===== src/rtl/pong_pkg.sv =====
// Shared state encodings, key codes and BCD helper for the pong game controller.
package pong_pkg;

    typedef enum logic [1:0] {
        ST_NEWGAME = 2'b00,
        ST_PLAY    = 2'b01,
        ST_NEWBALL = 2'b10,
        ST_OVER    = 2'b11
    } pong_state_e;

    // Index p holds the key for player p.
    localparam logic [3:0][7:0] KEY_UP    = {8'h38, 8'h69, 8'h70, 8'h77};
    localparam logic [3:0][7:0] KEY_DOWN  = {8'h32, 8'h6B, 8'h6C, 8'h73};
    localparam logic [7:0]      KEY_SPACE = 8'h20;
    localparam int              MAX_DIGITS = 8;

    function automatic int unsigned bcd_to_bin(input logic [4*MAX_DIGITS-1:0] bcd,
                                               input int digits);
        int unsigned acc;
        acc = 0;
        for (int i = MAX_DIGITS - 1; i >= 0; i--) begin
            if (i < digits) acc = acc * 10 + 32'(bcd[4*i +: 4]);
        end
        return acc;
    endfunction

endpackage


===== src/rtl/pong_bcd_counter.sv =====
// Multi-digit BCD score counter: synchronous clear, increment with wrap from all-nines to zero.
module pong_bcd_counter #(
    parameter int DIGITS = 2
) (
    input  logic                clk,
    input  logic                reset,
    input  logic                clr_i,
    input  logic                inc_i,
    output logic [DIGITS*4-1:0] value_o
);

    logic [DIGITS*4-1:0] value_q, value_d;
    logic                carry;

    always_comb begin
        value_d = value_q;
        carry   = inc_i;
        for (int i = 0; i < DIGITS; i++) begin
            if (carry) begin
                if (value_q[4*i +: 4] == 4'd9) begin
                    value_d[4*i +: 4] = 4'd0;
                end else begin
                    value_d[4*i +: 4] = value_q[4*i +: 4] + 4'd1;
                    carry = 1'b0;
                end
            end
        end
        if (clr_i) value_d = '0;
    end

    always_ff @(posedge clk or posedge reset) begin
        if (reset) value_q <= '0;
        else       value_q <= value_d;
    end

    assign value_o = value_q;

endmodule


===== src/rtl/pong_game_ctrl.sv =====
// Pong game control: UART key decode with paddle hold, game-flow FSM, scores and ball count.
// Define PONG_WIN_SCORE_EN to end the game as soon as a player reaches WIN_SCORE.
module pong_game_ctrl
    import pong_pkg::*;
#(
    parameter int PLAYERS      = 2,
    parameter int DIGITS       = 2,
    parameter int BALLS        = 7,
    parameter int SERVE_FRAMES = 120,
    parameter int OVER_FRAMES  = 180,
    parameter int HOLD_FRAMES  = 4,
    parameter int WIN_SCORE    = 11
) (
    input  logic                          clk,
    input  logic                          reset,
    input  logic                          frame_tick,
    input  logic                          rx_valid,
    input  logic [7:0]                    rx_data,
    input  logic [PLAYERS-1:0]            pts,
    output logic [PLAYERS-1:0]            key_up,
    output logic [PLAYERS-1:0]            key_down,
    output logic                          gra_still,
    output logic [1:0]                    state,
    output logic [$clog2(BALLS+1)-1:0]    balls_left,
    output logic [PLAYERS*DIGITS*4-1:0]   scores,
    output logic [1:0]                    winner
);

    localparam int          BW        = $clog2(BALLS + 1);
    localparam int          TMAX      = (SERVE_FRAMES > OVER_FRAMES) ? SERVE_FRAMES : OVER_FRAMES;
    localparam int          TW        = $clog2(TMAX + 1);
    localparam int          HW        = $clog2(HOLD_FRAMES + 1);
    localparam int unsigned SCORE_MOD = 10 ** DIGITS;
`ifdef PONG_WIN_SCORE_EN
    localparam int unsigned WIN_TARGET = WIN_SCORE;
`else
    // A wrapped score never equals SCORE_MOD, so the early-win check is inert.
    localparam int unsigned WIN_TARGET = SCORE_MOD;
`endif

    pong_state_e         state_q;
    logic [TW-1:0]       timer_q;
    logic [BW-1:0]       balls_q;
    logic                gra_still_q;
    logic [1:0]          winner_q;

    logic [PLAYERS-1:0]  up_hit, dn_hit, inc;
    logic [DIGITS*4-1:0] score_bcd [PLAYERS];
    int unsigned         next_bin  [PLAYERS];
    int unsigned         best_val;
    logic [1:0]          sel, best;
    logic                hit, win_hit, start, clr;

    assign start = rx_valid && ((rx_data == KEY_SPACE) || (|up_hit) || (|dn_hit));
    assign clr   = (state_q == ST_NEWGAME) || ((state_q == ST_OVER) && (timer_q == '0));

    // Only the lowest-index scorer counts, and only during play.
    always_comb begin
        hit = 1'b0;
        sel = '0;
        for (int p = PLAYERS - 1; p >= 0; p--) begin
            if (pts[p]) begin
                hit = 1'b1;
                sel = 2'(p);
            end
        end
        if (state_q != ST_PLAY) hit = 1'b0;
    end

    // Post-increment scores drive both the early-win check and the leader at game end.
    always_comb begin
        win_hit  = 1'b0;
        best     = '0;
        best_val = 0;
        for (int p = 0; p < PLAYERS; p++) begin
            next_bin[p] = bcd_to_bin(32'(score_bcd[p]), DIGITS);
            if (inc[p]) next_bin[p] = (next_bin[p] + 1 == SCORE_MOD) ? 0 : next_bin[p] + 1;
            if (inc[p] && (next_bin[p] == WIN_TARGET)) win_hit = 1'b1;
            if ((p == 0) || (next_bin[p] > best_val)) begin
                best_val = next_bin[p];
                best     = 2'(p);
            end
        end
    end

    for (genvar p = 0; p < PLAYERS; p++) begin : g_player
        logic [HW-1:0] hold_q;
        logic          up_q, dn_q;

        assign up_hit[p] = rx_valid && (rx_data == KEY_UP[p]);
        assign dn_hit[p] = rx_valid && (rx_data == KEY_DOWN[p]);
        assign inc[p]    = hit && (sel == 2'(p));

        // A fresh key byte reloads the hold even on a frame_tick cycle.
        always_ff @(posedge clk or posedge reset) begin
            if (reset) begin
                hold_q <= '0;
                up_q   <= 1'b0;
                dn_q   <= 1'b0;
            end else if (up_hit[p] || dn_hit[p]) begin
                hold_q <= HW'(HOLD_FRAMES);
                up_q   <= up_hit[p];
                dn_q   <= dn_hit[p];
            end else if (frame_tick && (hold_q != '0)) begin
                hold_q <= hold_q - HW'(1);
                if (hold_q == HW'(1)) begin
                    up_q <= 1'b0;
                    dn_q <= 1'b0;
                end
            end
        end

        assign key_up[p]   = up_q;
        assign key_down[p] = dn_q;

        pong_bcd_counter #(.DIGITS(DIGITS)) u_score (
            .clk     (clk),
            .reset   (reset),
            .clr_i   (clr),
            .inc_i   (inc[p]),
            .value_o (score_bcd[p])
        );

        assign scores[p*DIGITS*4 +: DIGITS*4] = score_bcd[p];
    end

    always_ff @(posedge clk or posedge reset) begin
        if (reset) begin
            state_q     <= ST_NEWGAME;
            timer_q     <= '0;
            balls_q     <= '0;
            gra_still_q <= 1'b1;
            winner_q    <= '0;
        end else begin
            case (state_q)
                ST_NEWGAME: begin
                    balls_q <= BW'(BALLS);
                    if (start) begin
                        state_q     <= ST_PLAY;
                        gra_still_q <= 1'b0;
                    end
                end
                ST_PLAY: begin
                    if (hit) begin
                        balls_q     <= balls_q - BW'(1);
                        gra_still_q <= 1'b1;
                        if (win_hit || (balls_q == BW'(1))) begin
                            state_q  <= ST_OVER;
                            timer_q  <= TW'(OVER_FRAMES);
                            winner_q <= win_hit ? sel : best;
                        end else begin
                            state_q <= ST_NEWBALL;
                            timer_q <= TW'(SERVE_FRAMES);
                        end
                    end
                end
                ST_NEWBALL: begin
                    // Start keys arriving while the serve timer runs are simply dropped.
                    if ((timer_q == '0) && start) begin
                        state_q     <= ST_PLAY;
                        gra_still_q <= 1'b0;
                    end else if (frame_tick && (timer_q != '0)) begin
                        timer_q <= timer_q - TW'(1);
                    end
                end
                ST_OVER: begin
                    if (timer_q == '0) begin
                        state_q <= ST_NEWGAME;
                        balls_q <= BW'(BALLS);
                    end else if (frame_tick) begin
                        timer_q <= timer_q - TW'(1);
                    end
                end
                default: state_q <= ST_NEWGAME;
            endcase
        end
    end

    assign state      = state_q;
    assign gra_still  = gra_still_q;
    assign balls_left = balls_q;
    assign winner     = winner_q;

endmodule


===== config.mk =====
export PLATFORM = sky130hd
export DESIGN_NAME = pong_game_ctrl
export DESIGN_NICKNAME = d
export VERILOG_FILES = /design/src/rtl/pong_pkg.sv /design/src/rtl/pong_bcd_counter.sv /design/src/rtl/pong_game_ctrl.sv
export SDC_FILE = /design/constraint.sdc
export NUM_CORES = 1
export LEC_CHECK = 0
export BUFFER_PORTS_ARGS = -buffer_cell sky130_fd_sc_hd__buf_2
export CAP_MARGIN = 25
export CORE_ASPECT_RATIO = 1.75
export CORE_MARGIN = 2
export CORE_UTILIZATION = 60
export DETAILED_ROUTE_END_ITERATION = 7
export PLACE_DENSITY_LB_ADDON = 0.3
export RECOVER_POWER = 100
export SYNTH_ARGS = -nofsm -noshare
export SYNTH_HDL_FRONTEND = slang
export SYNTH_SLANG_ARGS = --single-unit

===== constraint.sdc =====
create_clock -name clk -period 5.85 [get_ports clk]
set_input_delay 0.8775 -clock clk [delete_from_list [all_inputs] [get_ports clk]]
set_output_delay 0.8775 -clock clk [all_outputs]
set_load 0.01 [all_outputs]

== Word level (Yosys, flattened, before mapping) ==
Index checks and enable logic that the tools add are counted.

* Add/sub/neg operators: 12
* Multiply operators: 2
* $lt $le $gt $ge: 1
* Equality and inequality tests: 29
* Multiplexer cells: 59
* Reduce and logical (&&, ||, !) cells: 46

{| class="wikitable"
|+ Operators by type and width
! operator !! count
|-
| $eq 32x7->1 const B || 4
|-
| $mux 8 || 8
|-
| $mux 10 || 4
|-
| $eq 8x7->1 const B || 4
|-
| $gt 32x32->1 || 1
|-
| $mux 4 || 8
|-
| $mux 1 || 24
|-
| $pmux 8 s3 || 1
|-
| $add 9x1->10 const B || 2
|-
| $add 8x4->9 || 2
|-
| $mux 3 || 6
|-
| $add 4x1->4 const B || 4
|-
| $eq 4x4->1 const B || 4
|-
| $reduce_bool 2->1 || 8
|-
| $reduce_bool 3->1 || 5
|-
| $logic_and 1x1->1 || 14
|-
| $mul 4x3->7 const B || 2
|-
| $ne 2x2->1 const B || 7
|-
| $mux 2 || 5
|-
| $eq 3x1->1 const B || 3
|-
| $pmux 3 s3 || 1
|-
| $sub 3x1->3 const B || 3
|-
| $eq 8x6->1 const B || 1
|-
| $logic_not 8->1 || 1
|-
| 14 further kinds || 27
|}

* Register bits: 42
* Output and inout port bits: 28
* Word-level logic and storage cells: 164

== Longest topological paths before layout ==
Gate-level depths: netlist of the first run.

* Depth after elaboration: 14
* Depth in mapped cells: 20
* Mapped depth without buffers: 20

== Hierarchy ==
A second synthesis of the first run with hierarchy kept.

* Cells, all modules: 470
* Area, all modules: 4090.2 um2

{| class="wikitable"
|+ By module, submodules not included
! module !! times used !! cells an instance !! area each (um2) !! sequential area each (um2)
|-
| pong_game_ctrl || 1 || 376 || 3134.3 || 626.9
|-
| pong_bcd_counter || 2 || 47 || 478.0 || 200.2
|}

== Worst setup path after synthesis of the first run ==
OpenSTA, ideal clock, no wires.

* Kind: register -> register
* Start: register g_player[0].u_score.value_q[5]
* End: register winner_q[0] (netlist: winner[0])
* Arrival: 4263 ps
* Required time: 5710 ps
* Slack: 1447 ps
* Stages on the path, launching flop included: 20
* Buffers on the path: 0
* Period minus slack after synthesis: 4403 ps
* Path through: dfrtp_1 > ha_1 > ha_1 > fa_1 > a21boi_0 > a2bb2oi_1 > o31a_1 > or3_1 > and2_1 > and2_1 > nor3_1 > a21oi_1 > ha_1 > o21a_1 > o21a_1 > o21ai_0 > nand2b_1 > a221o_1 > a31oi_1 > o32ai_1

* Cells in the longest elaborated chain, start to end: 12
* Elaborated cells on any way between the ends: 15
* Classes of those cells: add/sub (2); mul (1); order compare (1); eq/ne (2); mux (6); reduce/logical (3)

{| class="wikitable"
|+ Ends and longest elaborated chain
! what !! line !! text
|-
| start: declaration || pong_bcd_counter.sv:12 || <nowiki>logic [DIGITS*4-1:0] value_q, value_d;</nowiki>
|-
| start signal: assignment || pong_bcd_counter.sv:33 || <nowiki>else value_q <= value_d;</nowiki>
|-
| $mul 4x3->7 (*) || pong_pkg.sv:22 || <nowiki>if (i < digits) acc = acc * 10 + 32'(bcd[4*i +: 4]);</nowiki>
|-
| $add 8x4->9 (*) || pong_pkg.sv:22 ||
|-
| $add 9x1->10 || pong_game_ctrl.sv:77 || <nowiki>if (inc[p]) next_bin[p] = (next_bin[p] + 1 == SCORE_MOD) ? 0 : next_bin[p] + 1;</nowiki>
|-
| $eq 32x7->1 || pong_game_ctrl.sv:77 ||
|-
| $mux 10 || pong_game_ctrl.sv:77 ||
|-
| $mux 10 (*) || pong_game_ctrl.sv:77 ||
|-
| branches (longest 6 deep; another with $gt 32x32->1) || - ||
|-
| end signal: assignment || pong_game_ctrl.sv:150 || <nowiki>winner_q <= win_hit ? sel : best;</nowiki>
|-
| end: declaration || pong_game_ctrl.sv:45 || <nowiki>logic [1:0] winner_q;</nowiki>
|}

Every way passes the cells marked *.
A chain may end at the register's enable or synchronous reset.

== Worst setup path after layout of the first run ==
* Start: register g_player[1].u_score.value_q[7]
* End: register winner_q[0] (netlist: winner[0])

* Cells in the longest elaborated chain, start to end: 11
* Elaborated cells on any way between the ends: 14
* Classes of those cells: add/sub (2); mul (1); order compare (1); eq/ne (2); mux (5); reduce/logical (3)

{| class="wikitable"
|+ Ends and longest elaborated chain
! what !! line
|-
| start: declaration || pong_bcd_counter.sv:12
|-
| start signal: assignment || pong_bcd_counter.sv:33
|-
| $mul 4x3->7 (*) || pong_pkg.sv:22
|-
| $add 8x4->9 (*) || pong_pkg.sv:22
|-
| $add 9x1->10 || pong_game_ctrl.sv:77
|-
| $eq 32x7->1 || pong_game_ctrl.sv:77
|-
| $mux 10 || pong_game_ctrl.sv:77
|-
| $mux 10 (*) || pong_game_ctrl.sv:77
|-
| branches (longest 5 deep; another with $gt 32x32->1) || -
|}

Marks and branches as above.

==> flow_summary_export.csv, run 1 <==
group,metric,value,unit
outcome,status,"finished with violations",
outcome,violations,"max-capacitance violations, max-slew violations",
grt,track_usage,25.8,%
sta,hold_viol,0,
clock_tree,cts_root_buf,"clkbuf_8",
sta,maxSlewHeadroom,-44.0,%
route,firstDrtPassIters,4,
logic_synthesis,synth_top_flop_cell,"dfrtp_1",
finish,nNetsFinal,563,
logic_synthesis,ys_seq_elements,41,
clock_tree,postCtsHoldBufs,0,
sta,setup_viol,0,
place,hpwlAfterDp,7.06,mm
grt,grt_pass1_vias,3614,
critical_path,critPathKind,"flop to flop",
place,place.gp.congestion,0.953,
die,std_cell_rows,38,
sta,fin_ws,1.04,ns
critical_path,cp.required,6.00,ns
route,wl,8.78,mm
sta,fin_crit,4.81,ns
logic_synthesis,postSynthCellCount,471,
logic_synthesis,synth_area,3900,µm²
clock_tree,cts_tree,"done",
clock_tree,cts_resized,0,
grt,grt_pass1_wl,15.1,mm
critical_path,end_kind,"flop",
die,die_area,7190,µm²
sta,finalSetupTns,0,ns
place,io_buffers,40,
finish,layout_commonest_cell,"nand2_1",
sta,fin_skew,0.00940,ns
sta,rsz0062_at_grt,"no",
logic_synthesis,synth_warnings,0,
sta,fin_hold_ws,0.510,ns
finish,diodes,0,
route,vias,3582,
route,post_drt_via_cell_ratio,6.18,
critical_path,cp_max_fo,10,
run,cap_violations,1,
finish,layout-area-overhead-vs-synth,5.96,%
die,die_w,65.0,µm
route,wl_per_cell,15.1,µm
clock_tree,clock_sinks,41,
finish,mostFrequentLayoutCells,"nand2_1 (48), ha_1 (45), dfrtp_1 (40)",
power,p_leak,1.86,nW
logic_synthesis,yosysSeqAreaShare,26.3,%
die,core,6230,µm²
min_path,hold_class,"flop to flop",
sta,final.period_utilization,82.2,%
clock_tree,insertion_delay,0.29,ns
die,ios,42,
grt,antenna_found_initial,0,
sta,fmax,208,MHz
die,start_util,62.7,%
clock_tree,cts_made_buffers,5,
sta,slew_violations,42,
critical_path,cp_data_arrival_time,4.96,ns
clock_tree,cts_setup_buffers,0,
route,drt_iter0_markers,154,
route,drc,0,
finish,drive_gt1_share,6.60,%
critical_path,critPathLaunchType,"flop",
clock_tree,htree_levels,2,
power,total_power,0.917,mW
route,ant_nets,0,
logic_synthesis,yosysUniqueCellTypes,68,
sta,tightest_slew,2.16,ns
power,powerDensity,222,nW/µm²
clock_tree,cts_buffer_depth,2,
die,die_h,111,µm
logic_synthesis,synth_edf_count,0,
power,worst_ir_drop_vdd,170,µV
grt,grt_max_degree,42,
logic_synthesis,synth_area_per_cell,8.29,µm²
grt,gr-total-overflow,0,
place,place_ws,1.17,ns
clock_tree,clk_pin_slew,0.08,ns
logic_synthesis,async_flop_share,100,%
## stage by stage
stage	area, µm²	std cells	utilization [%]
CTS	4210	580	67.6
floorplan	3910	472	-
global route	4140	580	66.4
detailed placement	4120	573	66.2
global placement	4120	573	66.2
finish	4140	580	66.4
## report_power, final
part	switching [mW]	total (mW)	internal, mW	leakage, nW
clock	0.0979	0.191	0.0933	0.0433
sequential	0.0521	0.390	0.338	0.509
combinational	0.189	0.336	0.147	1.30
total	0.339	0.917	0.578	1.86
## area by class of cell
type	instances	area (µm²)
multi-input combinational	389	2660
fill	559	2090
sequential	41	1030
timing repair buffer	42	178
tap	80	100
clock buffer	6	82.6
inverter	21	78.8
clock inverter	1	7.51
## critical path, stage by stage (launching register included)
cell	delay (ns)
dfrtp_1	0.52
ha_1	0.30
ha_1	0.22
fa_1	0.53
a21boi_0	0.23
a2bb2oi_2	0.17
o32ai_1	0.48
xnor2_1	0.19
or4_1	0.54
a21oi_1	0.16
o22ai_1	0.11
ha_1	0.20
a21oi_1	0.12
nor2b_1	0.05
o21ai_0	0.14
nand2b_1	0.10
a221o_1	0.34
a31oi_1	0.17
o32ai_1	0.09
## routing by layer
metal,part of all wire [%],track usage [%],vias to the layer above
li1,-,-,1757
met1,37,25.1,1705
met2,55,49.9,93
met3,4.1,4.26,27
met4,3.6,12.5,0
met5,0,0,-
## kinds of logic (layout without fill, tap and decap cells)
logic type	after synthesis	count (layout)	synth area share, %
multiplexers	3	3	1.12
adder cells (fa/ha/maj)	49	49	16.5
buffers and inverters	42	70	4.65
flip-flops	41	41	26.3
AND/OR/NAND/NOR	198	198	27.0
XOR/XNOR	26	26	5.83
AO/OA/AOI/OAI	110	110	18.5
other	2	3	0.192
## registers in the layout (all words and copies together), names as in the netlist
register	flops
balls_left	3
gra_still	1
state	2
g_player.hold_q	6
g_player.up_q	2
winner	1
g_player.dn_q	2
timer_q	8
g_player.u_score.value_o	16
## cell usage after synthesis, drive strengths merged (3+ instances only)
cell,count,area [µm²]
a211o,3,26.3
a21boi,6,45.0
a21o,6,45.0
a21oi,30,150
a31oi,4,25.0
and2,7,43.8
and3,4,25.0
buf,9,56.3
clkbuf,12,46.3
dfrtp,40,1000
fa,4,80.1
ha,45,563
inv,21,78.8
nand2,48,180
nand2b,10,62.6
nand3,22,110
nand3b,5,37.5
nand4,3,18.8
nand4b,3,26.3
nor2,29,111
nor2b,6,37.5
nor3,25,125
nor4,4,31.3
o21ai,31,155
o22ai,3,18.8
o311ai,3,26.3
o31ai,4,40.0
o32ai,3,33.8
or2,5,33.8
or3,11,68.8
or4,6,45.0
or4b,3,30.0
xnor2,16,140
xor2,10,87.6
## final timing paths
check                                               start                              to  slack [ns]  cells after the start
min reg2reg                                     gra_still                       gra_still        0.51                      2
min in group asynchronous                           reset  g_player[0].u_score.value_o[6]        1.36                      3
max in group asynchronous                           reset           g_player[1].hold_q[2]        3.26                      3
max                        g_player[1].u_score.value_o[7]                       winner[0]        1.04                     18
min                                             gra_still                       gra_still        0.51                      2
max reg2reg                g_player[1].u_score.value_o[7]                       winner[0]        1.04                     18
No activity file was read; power rests on OpenSTA's default activity.
==> run 2: changes to the inputs <==
Clock period 5.85 ns to 4.5 ns, I/O delays scaled along.
==> flow_summary_export.csv, run 2 (synthesis gave the netlist of run 1 again) <==
group,metric,value,unit
outcome,status,"finished with violations",
critical_path,cpMaxStageDelayCell,"fa_2",
grt,antenna_found_initial,0,
sta,fmax,228,MHz
clock_tree,cts_buffer_depth,2,
critical_path,critPathKind,"flop to flop",
die,core,6230,µm²
sta,fin_hold_ws,0.483,ns
route,drt_iter0_markers,180,
finish,nNetsFinal,581,
sta,final.period_utilization,97.5,%
clock_tree,cts_root_buf,"clkbuf_8",
clock_tree,htree_levels,2,
sta,tightest_slew,2.26,ns
die,die_area,7190,µm²
grt,gr-total-overflow,0,
critical_path,worst-path-buf-inv,1,
critical_path,cp_max_fo,7,
route,wl_per_cell,15.9,µm
die,start_util,62.7,%
clock_tree,cts_tree,"done",
place,place_ws,-0.104,ns
route,ant_nets,0,
finish,layout-area-overhead-vs-synth,13.9,%
clock_tree,postCtsHoldBufs,0,
finish,largest_reg_flops,16,
critical_path,cp_data_arrival_time,4.53,ns
sta,slew_violations,42,
critical_path,path_cells,"clkbuf_1, ha_1, fa_2, xnor2_2, nand3b_1, o31a_1, or3_1, and2_4, and2_4, nor3_2, a21oi_2, ha_1, o21a_1, o21a_1, o21ai_1, nand2b_1, a221o_1, a31oi_1, o32ai_1",
route,firstDrtPassIters,7,
grt,grt_max_degree,42,
place,place_area,4230,µm²
finish,diodes,0,
route,drc,0,
outcome,violations,"max-capacitance violations, max-slew violations",
sta,fin_skew,0.0134,ns
route,post_drt_via_cell_ratio,6.23,
sta,hold_viol,0,
finish,drive_gt1_share,17.1,%
power,worst_ir_drop_vdd,234,µV
sta,setup_viol,0,
clock_tree,clock_sinks,41,
route,vias,3734,
sta,rsz0062_at_grt,"yes",
die,std_cell_rows,38,
critical_path,cp.required,4.65,ns
power,p_leak,2.00,nW
place,place.gp.congestion,0.926,
critical_path,critPathLaunchType,"flop",
die,die_h,111,µm
power,powerDensity,281,nW/µm²
critical_path,end_kind,"flop",
sta,fin_ws,0.113,ns
clock_tree,insertion_delay,0.30,ns
finish,design_area,4450,µm²
clock_tree,cts_made_buffers,5,
sta,fin_crit,4.39,ns
grt,track_usage,27.3,%
die,die_w,65.0,µm
critical_path,critPathMaxStageDelay,0.40,ns
grt,grt_pass1_wl,16.0,mm
place,io_buffers,40,
critical_path,crit_family,"compound AO/OA/AOI/OAI gates",
min_path,hold_class,"flop to flop",
place,hpwlAfterDp,7.26,mm
finish,layout_commonest_cell,"nand2_1",
route,wl,9.55,mm
run,cap_violations,1,
finish,mostFrequentLayoutCells,"nand2_1 (47), ha_1 (42), dfrtp_1 (40)",
grt,grt_pass1_vias,3637,
clock_tree,clk_pin_slew,0.08,ns
sta,maxSlewHeadroom,-50.7,%
die,ios,42,
## run 2: changes by cell type in the layout (fill, tap and decap cells not counted), moves of 3 or more
cell,before,now
buf_2,13,26
buf_4,1,14
clkbuf_1,28,20
a21oi_1,30,26
a21oi_2,0,4
o21ai_0,31,27
o21ai_1,0,4
ha_1,45,42
## run 2: tightest hold or removal path, delay by kind of cell, from the launching register on
kind / cells / cell delay (ns)
DFF: 1 / 0.39
and+or+nand+nor: 2 / 0.10
## run 2: through the flow
stage	TNS, ns	util (%)	power (mW)	instances
floorplan	0	-	0.852	472
global placement	0	67.8	0.952	587
detailed placement	-0.104	67.8	0.976	587
CTS	0	69.8	1.24	596
global route	-0.105	71.4	1.35	599
finish	0	71.4	1.25	599
## run 2: area by class of cell
| cell class | instances | area [µm²] |
|---|---|---|
| multi-input cells | 389 | 2830 |
| clock buffers | 6 | 82.6 |
| repair buffers | 60 | 310 |
| fillers | 511 | 1780 |
| flip-flops and latches | 41 | 1030 |
| clock inverters | 2 | 13.8 |
| well taps | 80 | 100 |
| inverters | 21 | 81.3 |
## run 2: timing repair
item                                    CTS  global route
setup buffers                             1             3
pin swaps                                 3            11
resized for setup                         8            24
endpoints found under the setup margin    1             1
## run 2: power by group
part           switching [mW]  internal (mW)
Combinational           0.279          0.218
Sequential             0.0521          0.439
Clock                   0.138          0.125
## run 2: metal layers
| metal | track usage [%] | up-vias | wire length, µm |
|---|---|---|---|
| li1 | - | 1795 | - |
| met1 | 29.6 | 1788 | 3670 |
| met2 | 52.3 | 120 | 5270 |
| met3 | 3.55 | 31 | 337 |
| met4 | 8.94 | 0 | 268 |
| met5 | 0 | - | 0 |
## run 2: final timing paths
check / start / to / slack, ns / cells past startpoint
min in group asynchronous: reset / g_player[0].u_score.value_o[4] / 1.20 / 3
worst min-delay path: gra_still / gra_still / 0.48 / 2
max in group asynchronous: reset / g_player[1].u_score.value_o[0] / 2.00 / 3
worst max-delay path: g_player[0].u_score.value_o[4] / winner[0] / 0.11 / 19
worst min register to register: gra_still / gra_still / 0.48 / 2
worst max register to register: g_player[0].u_score.value_o[4] / winner[0] / 0.11 / 19
